--- src/rtl/tm1638_key_events.sv ---
// tm1638_key_events: debounces the TM1638 key vector into a stable vector,
// one-clock press/release pulses and a show-ahead event FIFO.
module tm1638_key_events #(
  parameter int C_FCK        = 50_000_000,
  parameter int C_SAMPLE_HZ  = 1_000,
  parameter int C_STABLE_CNT = 4,
  parameter int C_FIFO_DEPTH = 4
) (
  input  logic       clk,
  input  logic       rst,
  input  logic [7:0] keys_raw,
  output logic [7:0] keys_stable,
  output logic [7:0] press_pulse,
  output logic [7:0] release_pulse,
  output logic       evt_valid,
  output logic [3:0] evt_data,
  input  logic       evt_ready,
  output logic       evt_overflow,
  input  logic       clr_overflow
);
  localparam int DIV = C_FCK / C_SAMPLE_HZ;
  localparam int DW  = $clog2(DIV);
  localparam int AW  = $clog2(C_FIFO_DEPTH);
  logic [DW-1:0] div_q, div_d;
  logic [7:0] ks1_q, ks1_d, ks_q, ks_d, stable_q, stable_d;
  logic [7:0] press_q, press_d, rel_q, rel_d, pend_p_q, pend_p_d, pend_r_q, pend_r_d;
  logic [7:0][3:0] cnt_q, cnt_d;
  logic [C_FIFO_DEPTH-1:0][3:0] mem_q, mem_d;
  logic [AW-1:0] wp_q, wp_d, rp_q, rp_d;
  logic [AW:0] fcnt_q, fcnt_d;
  logic ovf_q, ovf_d;
  logic tick, has_p, wr_req, full, pop, push;
  logic [2:0] sel_p, sel_r, sel_idx;
  logic [7:0] sel_mask;
  assign keys_stable   = stable_q;
  assign press_pulse   = press_q;
  assign release_pulse = rel_q;
  assign evt_overflow  = ovf_q;
  assign evt_valid     = fcnt_q != '0;
  assign evt_data      = mem_q[rp_q];
  always_comb begin
    tick     = div_q == DW'(DIV - 1);
    div_d    = tick ? '0 : div_q + DW'(1);
    ks1_d    = keys_raw;
    ks_d     = ks1_q;
    stable_d = stable_q;
    cnt_d    = cnt_q;
    if (tick)
      for (int i = 0; i < 8; i++)
        if (ks_q[i] == stable_q[i]) cnt_d[i] = '0;
        else if (cnt_q[i] == 4'(C_STABLE_CNT - 1)) begin
          stable_d[i] = ks_q[i];
          cnt_d[i]    = '0;
        end else cnt_d[i] = cnt_q[i] + 4'd1;
    press_d = stable_d & ~stable_q;
    rel_d   = ~stable_d & stable_q;
    // lowest-index pending bit of each kind; presses take priority
    sel_p = '0;
    sel_r = '0;
    for (int i = 7; i >= 0; i--) begin
      if (pend_p_q[i]) sel_p = 3'(i);
      if (pend_r_q[i]) sel_r = 3'(i);
    end
    has_p    = |pend_p_q;
    wr_req   = has_p | (|pend_r_q);
    sel_idx  = has_p ? sel_p : sel_r;
    sel_mask = 8'd1 << sel_idx;
    pend_p_d = (pend_p_q & ~(has_p ? sel_mask : 8'h00)) | press_d;
    pend_r_d = (pend_r_q & ~(has_p ? 8'h00 : sel_mask)) | rel_d;
    full   = fcnt_q == (AW+1)'(C_FIFO_DEPTH);
    pop    = evt_valid & evt_ready;
    push   = wr_req & (~full | pop);
    mem_d  = mem_q;
    if (push) mem_d[wp_q] = {has_p, sel_idx};
    wp_d   = wp_q + AW'(push);
    rp_d   = rp_q + AW'(pop);
    fcnt_d = fcnt_q + (AW+1)'(push) - (AW+1)'(pop);
    ovf_d  = (wr_req & ~push) ? 1'b1 : clr_overflow ? 1'b0 : ovf_q;
  end
  always_ff @(posedge clk) begin
    if (rst) begin
      div_q    <= '0;
      ks1_q    <= '0;
      ks_q     <= '0;
      stable_q <= '0;
      cnt_q    <= '0;
      press_q  <= '0;
      rel_q    <= '0;
      pend_p_q <= '0;
      pend_r_q <= '0;
      mem_q    <= '0;
      wp_q     <= '0;
      rp_q     <= '0;
      fcnt_q   <= '0;
      ovf_q    <= 1'b0;
    end else begin
      div_q    <= div_d;
      ks1_q    <= ks1_d;
      ks_q     <= ks_d;
      stable_q <= stable_d;
      cnt_q    <= cnt_d;
      press_q  <= press_d;
      rel_q    <= rel_d;
      pend_p_q <= pend_p_d;
      pend_r_q <= pend_r_d;
      mem_q    <= mem_d;
      wp_q     <= wp_d;
      rp_q     <= rp_d;
      fcnt_q   <= fcnt_d;
      ovf_q    <= ovf_d;
    end
  end
endmodule

--- config.mk ---
export PLATFORM = sky130hd
export DESIGN_NAME = tm1638_key_events
export DESIGN_NICKNAME = d
export VERILOG_FILES = /design/src/rtl/tm1638_key_events.sv
export SDC_FILE = /design/constraint.sdc
export NUM_CORES = 1
export LEC_CHECK = 0
export BUFFER_PORTS_ARGS = -buffer_cell sky130_fd_sc_hd__buf_2
export CORE_ASPECT_RATIO = 1.75
export CORE_MARGIN = 2
export CORE_UTILIZATION = 50
export DETAILED_ROUTE_END_ITERATION = 10
export PLACE_DENSITY = 0.73
export SYNTH_ARGS = -nofsm -noshare
export SYNTH_HDL_FRONTEND = slang
export SYNTH_SLANG_ARGS = --single-unit
--- constraint.sdc ---
create_clock -name clk -period 3 [get_ports clk]
set_input_delay 0.45 -clock clk [delete_from_list [all_inputs] [get_ports clk]]
set_output_delay 0.45 -clock clk [all_outputs]
set_load 0.05 [all_outputs]
* Yosys cells after proc, flatten, opt, wreduce, memory -nomap -nowiden
Index checks and enable logic that the tools add are counted.
** Storage, ports and cells
- Flip-flop bits (word level) :: 128
- Output and inout port bits :: 30
- Logic and storage cells :: 141
** Operators by class
- Add/subtract/negate cells :: 13
- $lt $le $gt $ge :: 3
- Equal/unequal tests :: 18
- Shift-type cells :: 1
- Mux-type cells :: 59
- Bitwise logic cells :: 17
- Reduce and logical (&&, ||, !) cells :: 6
** Operators with widths (count)
- 2-to-1 mux 4 bit :: 18
- 2-to-1 mux 3 bit :: 17
- adder 4 x 1 -> 4 bit (second input constant) :: 8
- bitwise AND 8 bit :: 4
- equality test 4 x 2 -> 1 bit (second input constant) :: 8
- inverter 8 bit :: 4
- 2-to-1 mux 8 bit :: 3
- 2-to-1 mux 1 bit :: 18
- adder 16 x 1 -> 16 bit (second input constant) :: 1
- bitwise mux 16 bit :: 1
- equality test 16 bit (second input constant) :: 1
- OR 8 bit :: 2
- OR reduction 8 bit :: 2
- binary-select mux 4 bit (select 2 bit) :: 1
- demux 4 bit (select 2 bit) :: 1
- equality test 1 bit :: 8
- left shift 1 x 3 -> 8 bit (first input constant) :: 1
- < comparator 2 x 3 -> 1 bit (second input constant) :: 2
- adder 2 x 1 -> 2 bit :: 2
- adder 3 x 1 -> 3 bit :: 1
- bitwise AND 1 bit :: 3
- equality test 3 bit (second input constant) :: 1
- nonzero test 3 bit :: 1
- subtractor 3 x 1 -> 3 bit :: 1
- other kinds (6) :: 8

* Longest topological paths before layout
- Depth after elaboration :: 14
- Gate-level depth with buffers :: 9
- Mapped depth without buffers :: 9

* Worst setup path before layout
Ideal clock, no wire load.
- Path type :: register to register
- Start :: reg fcnt_q[1]
- End :: reg fcnt_q[2]
- Data arrival time :: 2.369 ns
- Slack :: 0.504 ns
- Cell stages (with the launch flop) :: 10
- Path buffers :: 0
- Cells stage by stage :: dfxtp_1 -> or3_1 -> and2_1 -> ha_1 -> inv_1 -> ha_1 -> fa_1 -> xnor2_1 -> xnor2_1 -> nor2_1
** On the way
- Cells in the longest elaborated chain, start to end :: 6
- Elaborated cells between the ends (all ways) :: 8
** RTL lines
- start, declared :: RTL line 30 : logic [AW:0] fcnt_q, fcnt_d;
- start signal, assigned :: RTL line 109 : fcnt_q <= fcnt_d;
- nonzero test 3 bit (*) :: RTL line 39 : assign evt_valid = fcnt_q != '0;
- named net evt_valid :: RTL line 15 : output logic evt_valid,
- bitwise AND 1 bit (*) :: RTL line 71 : pop = evt_valid & evt_ready;
- OR 1 bit :: RTL line 72 : push = wr_req & (~full | pop);
- bitwise AND 1 bit :: RTL line 72
- adder 3 x 1 -> 3 bit :: RTL line 77 : fcnt_d = fcnt_q + (AW+1)'(push) - (AW+1)'(pop);
- subtractor 3 x 1 -> 3 bit (*) :: RTL line 77
The timed path passes the listed nets; every way through them passes the cells marked *.
A chain may end at the register's enable or synchronous reset.

* Final worst setup path
- Start :: reg div_q[11]
- End :: reg cnt_q[15] (netlist name)
** On the way
- Cells in the longest elaborated chain, start to end :: 1
** RTL lines
- start, declared :: RTL line 24 : logic [DW-1:0] div_q, div_d;
- start signal, assigned :: RTL line 97 : div_q <= div_d;
- equality test 16 bit :: RTL line 42 : tick = div_q == DW'(DIV - 1);
- end signal, assigned :: RTL line 101 : cnt_q <= cnt_d;
- end, declared :: RTL line 27 : logic [7:0][3:0] cnt_q, cnt_d;
No other way between the ends.

==> flow_summary.yaml <==
pwr:
  comb_power_share_pct: 6.1
  sw_frac_of_total_pct: 22.4
  p_leak_nw: 2.44
  internal_power_w: 0.00308
  clockPowerShare_pct: 48.9
  peakVddDrop_mv: 0.481
  p_switching_w: 0.000892
  seqPwrFrac_pct: 44.9
  cellPowerDensity_nw_per_um2: 641
synthesis:
  syn_area_um2: 5280
  async_flop_share_pct: 0
  syn_area_per_cell_um2: 9.05
  postSynthNetCount: 609
  synth_top_family_by_area: "simple AND/OR/NAND/NOR gates"
  ys.flop_type: "dfxtp_1"
  synth_top_area_share_pct: 48.6
  synthAdderAreaFrac_pct: 3.46
  ys_seq_area_share_pct: 48.6
  synth-simple-area-share_pct: 26.4
  synthTopCellsByArea: "dfxtp_1, nor2_1, a21oi_1"
  syn_inst: 583
  synth_seq_cells: 128
  synth_edf_count: 0
  synth_compound_area_share_pct: 11.5
  synth_xor_area_share_pct: 4.15
  synth_warnings: 0
  synth_top_area_cell: "dfxtp_1"
  synth.mux.area_fraction_pct: 3.41
  synth_cell_types: 46
timing:
  final-setup-viol-count: 0
  post-route-period-util_pct: 82.2
  maxSlewHeadroom_pct: 43.3
  finalSetupTns_ns: 0
  slew_violations: 0
  rsz0062_at_grt: "false"
  fin_worst_skew_ns: 0.00588
  worst_pin_slew_ns: 0.851
  layout_setup_ws_ns: 0.535
  fmaxAchievable_ghz: 0.406
  fin_crit_ns: 2.46
  hold_viol_final: 0
routing:
  num_vias: 4324
  ant_nets: 0
  dr.pass1.iters: 5
  drt_iter0_markers: 204
  avgRoutedWirePerCell_um: 14.9
  post-route-drc-count: 0
  vias_per_cell: 5.61
  drt-total-wl_um: 11500
final_layout:
  syn2layout_area_growth_pct: 17.6
  antenna_cells: 0
  mostFrequentLayoutCells: "dfxtp_1, nor2_1, nand2_1"
  nets: 657
  layout_commonest_cell: "dfxtp_1"
  drive_gt1_share_pct: 14.9
hold_path:
  hold_path_startpoint: "keys_raw[4]"
  min_to: "ks1_q[4]"
  min_path_type: "primary input to flop"
  hold_depth: 2
clocking:
  hold_buffers: 0
  cts_resized: 0
  cts_buffers: 17
  clk_latency_ns: 0.41
  cts_tree: "built"
  htreeDepth: 4
  cts_setup_buffers: 0
  cts.sinks: 128
  cts.path.max_buffers: 2
  cts_root_buffer: "clkbuf_16"
  clkTransAtPathRegs_ns: 0.05
worst_setup_path:
  cp_max_fo: 5
  end_kind: "flop"
  reg2reg_depth: 5
  regToRegEndpoint: "cnt_q[15]"
  worstReg2RegStart: "div_q[11]"
  crit_path_start_kind: "flop"
  r2r_slack_ns: 0.54
  crit_type: "flop to flop"
  arrival_ns: 2.80
  cp.required_ns: 3.33
global_routing:
  grt_pass1_wl_um: 19100
  grt_use_total_pct: 21.5
  overflow: 0
  antenna_found_initial: 0
  grt_pass1_vias: 4225
  grt_max_degree: 79
die:
  initial_core_util_pct: 51.2
  die_w_um: 81.7
  die_h_um: 140
  num_rows: 49
  dieArea_um2: 11400
  io_pins: 42
  core_area_um2: 10300
status:
  status: "complete, no violations"
placement:
  gp_congestion: 0.837
  hpwl_um: 7950
  numPortBuffers: 41
  pre_cts_ws_ns: 0.558
job:
  cap_violations: 0
## cell type report
cell class / instances / area, µm²
inverter: 11 / 41.3
fill: 894 / 4090
clock buffer: 20 / 447
multi-input combinational: 421 / 2590
sequential: 128 / 2560
clock inverter: 12 / 118
tap: 127 / 159
timing repair buffer: 52 / 288
## power by group through the flow
stage	combinational, W	clock [W]	sequential, W
finish	0.000244	0.00195	0.00179
detailed placement	0.000243	0	0.00182
floorplan	0.000203	0	0.00181
global placement	0.000240	0	0.00182
global route	0.000281	0.00205	0.00179
CTS	0.000246	0.00198	0.00179
## cells by family (layout without fill, tap and decap cells)
group	Yosys count	count (layout)
and+or+nand+nor	268	268
DFF	128	128
AOI/OAI and AO/OA	101	101
buffers and inverters	34	95
xor gates and xnor gates	25	25
adders and majority gates	14	14
muxes	13	13
## through the flow
| stage | instance area, µm² | util (%) | cells | hold slack, ns | total power (W) |
|---|---|---|---|---|---|
| detailed placement | 5640 | 54.8 | 739 | 0.425 | 0.00207 |
| global route | 6210 | 60.3 | 771 | 0.251 | 0.00412 |
| global placement | 5640 | 54.8 | 739 | 0.419 | 0.00206 |
| finish | 6210 | 60.3 | 771 | 0.249 | 0.00398 |
| CTS | 6210 | 60.3 | 771 | 0.239 | 0.00401 |
| floorplan | 5280 | - | 583 | 0.414 | 0.00201 |
## worst max path at each step
stage / to / slack [ns] / cells past startpoint / from
6_report: cnt_q[15] / 0.54 / 5 / div_q[11]
5_1_grt: fcnt_q[2] / 0.42 / 9 / pend_r_q[0]
4_1_cts: cnt_q[15] / 0.54 / 5 / div_q[11]
3_5_place_dp: cnt_q[15] / 0.56 / 5 / div_q[11]
3_3_place_gp: cnt_q[15] / 0.59 / 5 / div_q[11]
2_1_floorplan: fcnt_q[2] / 0.50 / 9 / fcnt_q[1]
## registers in the layout, indices dropped and copies added (netlist names)
name	cells
fcnt_q	3
pend_r_q	8
mem_q	16
keys_stable	8
div_q	16
ks1_q	8
pend_p_q	8
rp_q	2
cnt_q	32
wp_q	2
ks_q	8
press_pulse	8
release_pulse	8
evt_overflow	1
## critical path: stages, from the launching register on
cell and delay (ns):
dfxtp_1 0.35, or4_1 0.57, or4_1 0.60, or3_1 0.42, or3_1 0.31, a21oi_1 0.15
## layer usage
layer  GRT usage [%]  vias to the layer above  part of all wire [%]
met5               0                        -                     0
met4            10.4                        0                   2.8
met3            5.03                       27                   3.1
met2            37.6                       83                    54
met1            23.6                     2056                    40
li1                -                     2158                     -
## synthesized netlist by cell type (all sizes together) (10+ instances only)
master,count
a21oi,46
nor2b,21
o21ai,23
xnor2,14
o311ai,10
ha,13
or3,16
nand2,49
nor2,71
clkbuf,20
nor3,17
inv,10
nand2b,19
nor4,10
nand3,21
dfxtp,128
xor2,11
Power figures use the tool's default switching activity.
